--- src/rtl/accum_sequencer.sv ---
// ============================================================================
// Module   : accum_sequencer
// Purpose  : Accumulates a start-requested run of 8-bit operands with a sticky carry flag.
//            Define ACCUM_SATURATE_EN to clamp at 8'hFF instead of wrapping modulo 256.
// Revision : 1.0 - initial release
// ============================================================================
`default_nettype none

module accum_sequencer #(
    parameter int LEN_W = 4
) (
    input  logic             clk,
    input  logic             rst_n,
    input  logic             start,
    input  logic [LEN_W-1:0] len,
    input  logic             in_valid,
    input  logic [7:0]       in_data,
    output logic             in_ready,
    output logic             out_valid,
    output logic [7:0]       out_sum,
    output logic             out_cout,
    input  logic             out_ready,
    output logic             busy
);

    typedef enum logic [1:0] {
        IDLE  = 2'd0,
        ACCUM = 2'd1,
        DONE  = 2'd2
    } state_t;

    localparam logic [LEN_W-1:0] c_cnt_one = {{(LEN_W-1){1'b0}}, 1'b1};

    state_t           state_q;
    logic [7:0]       acc_q;
    logic [7:0]       acc_d;
    logic [LEN_W-1:0] cnt_q;
    logic [LEN_W-1:0] cnt_d;
    logic [LEN_W-1:0] len_q;
    logic             cout_q;
    logic             out_valid_q;
    logic [8:0]       sum_w;
    logic             carry_w;

    always_comb begin
        sum_w   = {1'b0, acc_q} + {1'b0, in_data};
        carry_w = sum_w[8];
        cnt_d   = cnt_q + c_cnt_one;
`ifdef ACCUM_SATURATE_EN
        // Once any carry has been seen the accumulator is pinned at full scale.
        acc_d   = (carry_w || cout_q) ? 8'hFF : sum_w[7:0];
`else
        acc_d   = sum_w[7:0];
`endif
    end

    always_ff @(posedge clk or negedge rst_n) begin
        if (!rst_n) begin
            state_q     <= IDLE;
            acc_q       <= 8'h00;
            cnt_q       <= '0;
            len_q       <= '0;
            cout_q      <= 1'b0;
            out_valid_q <= 1'b0;
        end else begin
            case (state_q)
                IDLE: begin
                    if (start) begin
                        acc_q  <= 8'h00;
                        cnt_q  <= '0;
                        cout_q <= 1'b0;
                        len_q  <= len;
                        if (len == '0) begin
                            state_q     <= DONE;
                            out_valid_q <= 1'b1;
                        end else begin
                            state_q <= ACCUM;
                        end
                    end
                end
                ACCUM: begin
                    if (in_valid) begin
                        acc_q  <= acc_d;
                        cnt_q  <= cnt_d;
                        cout_q <= cout_q | carry_w;
                        if (cnt_d == len_q) begin
                            state_q     <= DONE;
                            out_valid_q <= 1'b1;
                        end
                    end
                end
                DONE: begin
                    if (out_ready) begin
                        state_q     <= IDLE;
                        out_valid_q <= 1'b0;
                    end
                end
                default: begin
                    state_q     <= IDLE;
                    out_valid_q <= 1'b0;
                end
            endcase
        end
    end

    assign in_ready  = (state_q == ACCUM);
    assign busy      = (state_q != IDLE);
    assign out_valid = out_valid_q;
    assign out_sum   = acc_q;
    assign out_cout  = cout_q;

endmodule

`default_nettype wire

--- config.mk ---
export PLATFORM = sky130hd
export DESIGN_NAME = accum_sequencer
export DESIGN_NICKNAME = d
export VERILOG_FILES = /design/src/rtl/accum_sequencer.sv
export SDC_FILE = /design/constraint.sdc
export NUM_CORES = 1
export LEC_CHECK = 0
export ABC_AREA = 1
export CORE_UTILIZATION = 25
export CTS_BUF_LIST = sky130_fd_sc_hd__clkbuf_8
export DETAILED_ROUTE_END_ITERATION = 12
export HOLD_SLACK_MARGIN = 0.06
export PLACE_DENSITY_LB_ADDON = 0.1
export SLEW_MARGIN = 20
export SYNTH_ARGS = -nofsm -noshare
export SYNTH_HDL_FRONTEND = slang
export SYNTH_SLANG_ARGS = --single-unit
--- constraint.sdc ---
create_clock -name clk -period 1.89 [get_ports clk]
set_clock_uncertainty 0.2 [all_clocks]
set_input_delay 0.4725 -clock clk [delete_from_list [all_inputs] [get_ports clk]]
set_output_delay 0.4725 -clock clk [all_outputs]
set_load 0.1 [all_outputs]
---- Yosys cells after proc, flatten, opt, wreduce, memory -nomap -nowiden ----
Index checks and enable logic that the tools add are counted.
cells by class
  $add $sub $neg .......................... 2
  equal/unequal tests ..................... 8
  mux-type cells .......................... 21
  bitwise gates (word level) .............. 1
  reductions and logical operators ........ 8
operators by type and width
  operator                                                count
  two-way mux 8 bit                                       2
  case mux 8 bit (2 select lines)                         1
  two-way mux 2 bit                                       5
  adder 8 x 8 -> 9 bit                                    1
  two-way mux 4 bit                                       2
  inequality test 2 bit (second input constant)           4
  case mux 4 bit (2 select lines)                         1
  two-way mux 1 bit                                       7
  case mux 2 bit (3 select lines)                         1
  AND reduction 5 bit                                     1
  adder 4 x 1 -> 4 bit (second input constant)            1
  == test 4 bit                                           1
  logical NOT 4 bit                                       1
  AND reduction 4 bit                                     1
  nonzero test 2 bit                                      2
  case mux 1 bit (3 select lines)                         1
  AND reduction 3 bit                                     1
  == test 2 x 1 -> 1 bit (second input constant)          1
  == test 2 bit (second input constant)                   1
  logical NOT 2 bit                                       1
  inequality test 2 x 1 -> 1 bit (second input constant)  1
  case mux 1 bit (2 select lines)                         1
  AND reduction 2 bit                                     1
  OR 1 bit                                                1
storage, ports and cells
  flip-flop bits (word level) ............. 20
  input port bits ......................... 17
  output and inout port bits .............. 12
  word-level logic and storage cells ...... 46

---- Longest topological paths before layout ----
  word-level depth ........................ 5
  depth in mapped cells ................... 11
  mapped depth without buffers ............ 11

---- Least setup slack after synthesis ----
OpenSTA, ideal clock, no wires.
  path kind ............................... reg2reg
  start ................................... register acc_q[0], in the netlist out_sum[0]
  end ..................................... register cout_q, in the netlist out_cout
  library setup time ...................... 0.122 ns
  arrival ................................. 2.011 ns
  required time ........................... 1.568 ns
  slack ................................... -0.443 ns
  stages on the path, launching flop included .. 8
  buffers on the path ..................... 0
  clock period less this slack ............ 2.333 ns
  cells stage by stage .................... dfrtp_1 > ha_1 > fa_1 > nand3_1 > nand3_1 > a21o_1 > a21oi_1 > nor2_1
between the ends
  longest elaborated chain between the ends .. 4
RTL lines
  element                          line  source
  from (decl)                      35    logic [7:0] acc_q;
  from (signal assigned)           60    acc_q <= 8'h00;
  from (signal assigned)           69    acc_q <= 8'h00;
  from (signal assigned)           83    acc_q <= acc_d;
  adder 8 x 8 -> 9 bit             46    sum_w = {1'b0, acc_q} + {1'b0, in_data};
  OR 1 bit                         85    cout_q <= cout_q | carry_w;
  two-way mux 1 bit                82    if (in_valid) begin
  case mux 1 bit (2 select lines)  66    case (state_q)
  to (signal assigned)             85
  to (decl)                        40    logic cout_q;
Every way passes these cells. The select of a mux whose other input is x is not followed.
A chain may end at the register's enable or synchronous reset.

---- Worst setup path in the final report ----
  start ................................... input in_data[7]
  end ..................................... register cout_q, in the netlist out_cout
between the ends
  longest elaborated chain between the ends .. 4
RTL lines
  element                          line  source
  from (decl)                      17    input logic [7:0] in_data,
  adder 8 x 8 -> 9 bit             46
  OR 1 bit                         85
  two-way mux 1 bit                82
  case mux 1 bit (2 select lines)  66
Every way passes these cells. The select of a mux whose other input is x is not followed.

==> impl_metrics.csv <==
group,metric,value,unit
grt,grt_use_total,0.1353,
timing,maxSlewHeadroom,0.8086,
power,power_leakage,1.029,nW
power,ir_drop,1052,uV
run,max_cap_viol_count,0,
finish,layout_common_cells,"nand2_1 (42), buf_4 (18), inv_1 (13), buf_12 (13)",
worst_setup_path,cp-start-kind,"primary input",
run_status,status,"completed",
timing,setup_viol,0,
routing,first_iter_violations,43,
die,num_rows,26,
clock_network,cts_max_level,1,
finish,area_delta_synth_final,64.70,%
clock_network,clkTransAtPathRegs,80,ps
die,die_x,75.11,um
worst_setup_path,crit_fanout,3,
clock_network,clk_latency,260,ps
routing,viasPerCell,4.443,
power,p_per_area,1955,nW/um2
timing,fin_ws,37.56,ps
grt,grt_antenna_before_repair,0,
synth,synth-seq-cells,20,
clock_network,cts-root-buf,"clkbuf_8",
clock_network,cts_max_path_buffers,2,
timing,fin_crit_sh,0.9801,
placement,portBuffers,28,
placement,place_ws,-425.3,ps
finish,final_common_cell,"nand2_1",
timing,finalHoldViolations,0,
die,core_area,5140,um2
timing,rsz0062_at_grt,"true",
finish,nFillCells,540,
power,finalPower,0.004302,W
routing,post_drt_wl_per_cell,11.84,um
synth,seq_area_frac_synth,0.3745,
clock_network,tritoncts,"done",
routing,first_pass_iters,4,
routing,wl,3338,um
grt,grt_pass1_vias,1307,
finish,finalNetCount,240,
finish,antenna_cells,0,
die,die_h,75.11,um
grt,grt_max_degree,21,
die,ioPinCount,29,
grt,grt_pass1_wl,5747,um
timing,fmax,0.5398,GHz
routing,vias,1253,
synth,synthDistinctLibCells,29,
die,dieArea,5642,um2
synth,synth.avg_cell_area,8.249,um2
synth,synth_area,1336,um2
clock_network,cts_sinks,20,
grt,grt.overflow.total,0,
synth,synth_nets,189,
timing,timing.hold.ws,314.3,ps
routing,antenna_left,0,
die,start_util,0.2600,
timing,tightest_slew,287.1,ps
worst_setup_path,cp.arrival,1810,ps
worst_setup_path,critPathRequiredTime,1840,ps
min_path,hold_path_class,"reg2reg",
timing,drv_slew,0,
worst_setup_path,endpoint_kind,"flop",
clock_network,cts_made_buffers,3,
synth,synthesis.instances,162,
timing,period_minus_slack,1852,ps
routing,drc_errors,0,
placement,dpl.hpwl,2566,um
synth,synth-warning-count,0,
finish,layout-drive-gt1-share,0.4198,
placement,gp_congestion,0.8179,
worst_setup_path,worstSetupPathType,"in2reg",
-- synth_stat cells --
cell type	number	area, um2
nand2_1	44	165.2
dfrtp_1	20	500.5
inv_1	13	48.80
nand3_1	11	55.05
a21oi_1	10	50.05
ha_1	9	112.6
o21ai_0	8	40.04
nand2_2	7	43.79
nor2_1	7	26.28
o21ai_2	7	61.31
a21o_1	2	15.01
inv_2	2	7.510
inv_4	2	12.51
nand3b_1	2	15.01
nand4_1	2	12.51
nor3_1	2	10.01
xnor2_1	2	17.52
a21boi_0	1	7.510
a31oi_1	1	6.260
buf_6	1	11.26
fa_1	1	20.02
nand2_4	1	11.26
nand3_2	1	10.01
nand3_4	1	17.52
nor2_4	1	11.26
nor2_8	1	20.02
nor3_4	1	16.27
o21ai_1	1	5.000
o22ai_1	1	6.260
-- kinds of logic after synthesis --
family / Yosys count / share of synthesized area
simple gates: 81 / 0.3099
fa+ha+maj: 10 / 0.09925
flops: 20 / 0.3745
compound gates: 31 / 0.1433
xor+xnor: 2 / 0.01311
buf+inv: 18 / 0.05993
-- where the power goes --
group	switching, W	internal [W]	leakage, nW
Sequential	0.000232	0.000647	0.242
Combinational	0.00181	0.00127	0.758
Clock	0.000157	0.000186	0.0288
-- final cells by class --
type                            count  area, um2  area share
Clock buffer                        4      55.05     0.02501
Inverter                           17      68.82     0.03127
Multi-Input combinational cell    124      909.6      0.4133
Sequential cell                    20      519.2      0.2359
Tap cell                           70      87.58     0.03980
Timing Repair Buffer               47      560.5      0.2547
-- through the flow --
stage	setup TNS (ps)	cells	cell area [um2]	util
after global routing	-54.35	282	2201	0.4282
after floorplan	-86.97	162	1381	-
after CTS	0	278	2074	0.4036
final	0	282	2201	0.4282
after global placement	-2107	274	1983	0.3858
after detailed placement	-2350	274	1983	0.3858
-- critical path: stages --
cell             delay, ps
clkdlybuf4s50_1        400
ha_1                   340
a21oi_2                160
o21ai_0                100
a21o_1                 170
a21oi_2                110
nor2_1                  50
-- state kept, by name, summed over array words and instances, names as in the netlist --
| signal | cells |
|---|---|
| cnt_q | 4 |
| out_cout | 1 |
| len_q | 4 |
| state_q | 2 |
| out_valid | 1 |
| out_sum | 8 |
-- worst paths after layout --
kind	from	endpoint	slack (ps)	cells past startpoint
worst max-delay path	in_data[7]	out_cout$_DFFE_PN0P_	40	7
worst min-delay path	len_q[0]$_DFFE_PN0P_	len_q[0]$_DFFE_PN0P_	310	2
worst max register to register	out_sum[0]$_DFFE_PN0P_	out_cout$_DFFE_PN0P_	70	7
worst min register to register	len_q[0]$_DFFE_PN0P_	len_q[0]$_DFFE_PN0P_	310	2
max in group asynchronous	rst_n	out_sum[6]$_DFFE_PN0P_	870	2
min in group asynchronous	rst_n	out_sum[3]$_DFFE_PN0P_	360	2
-- repair_timing --
action,CTS,global route
pin swaps,1,8
gates resized for setup,8,20
setup endpoints to repair,5,6
hold buffers,0,0
setup buffers,0,4
-- layer usage --
layer / up-vias / GRT usage / part of all wire
met4: 0 / 0.04612 / 0.0072
met2: 28 / 0.2402 / 0.50
met5: - / 0 / 0
met1: 582 / 0.1652 / 0.46
li1: 641 / - / -
met3: 2 / 0.02276 / 0.038
No activity file was read; power rests on OpenSTA's default activity.
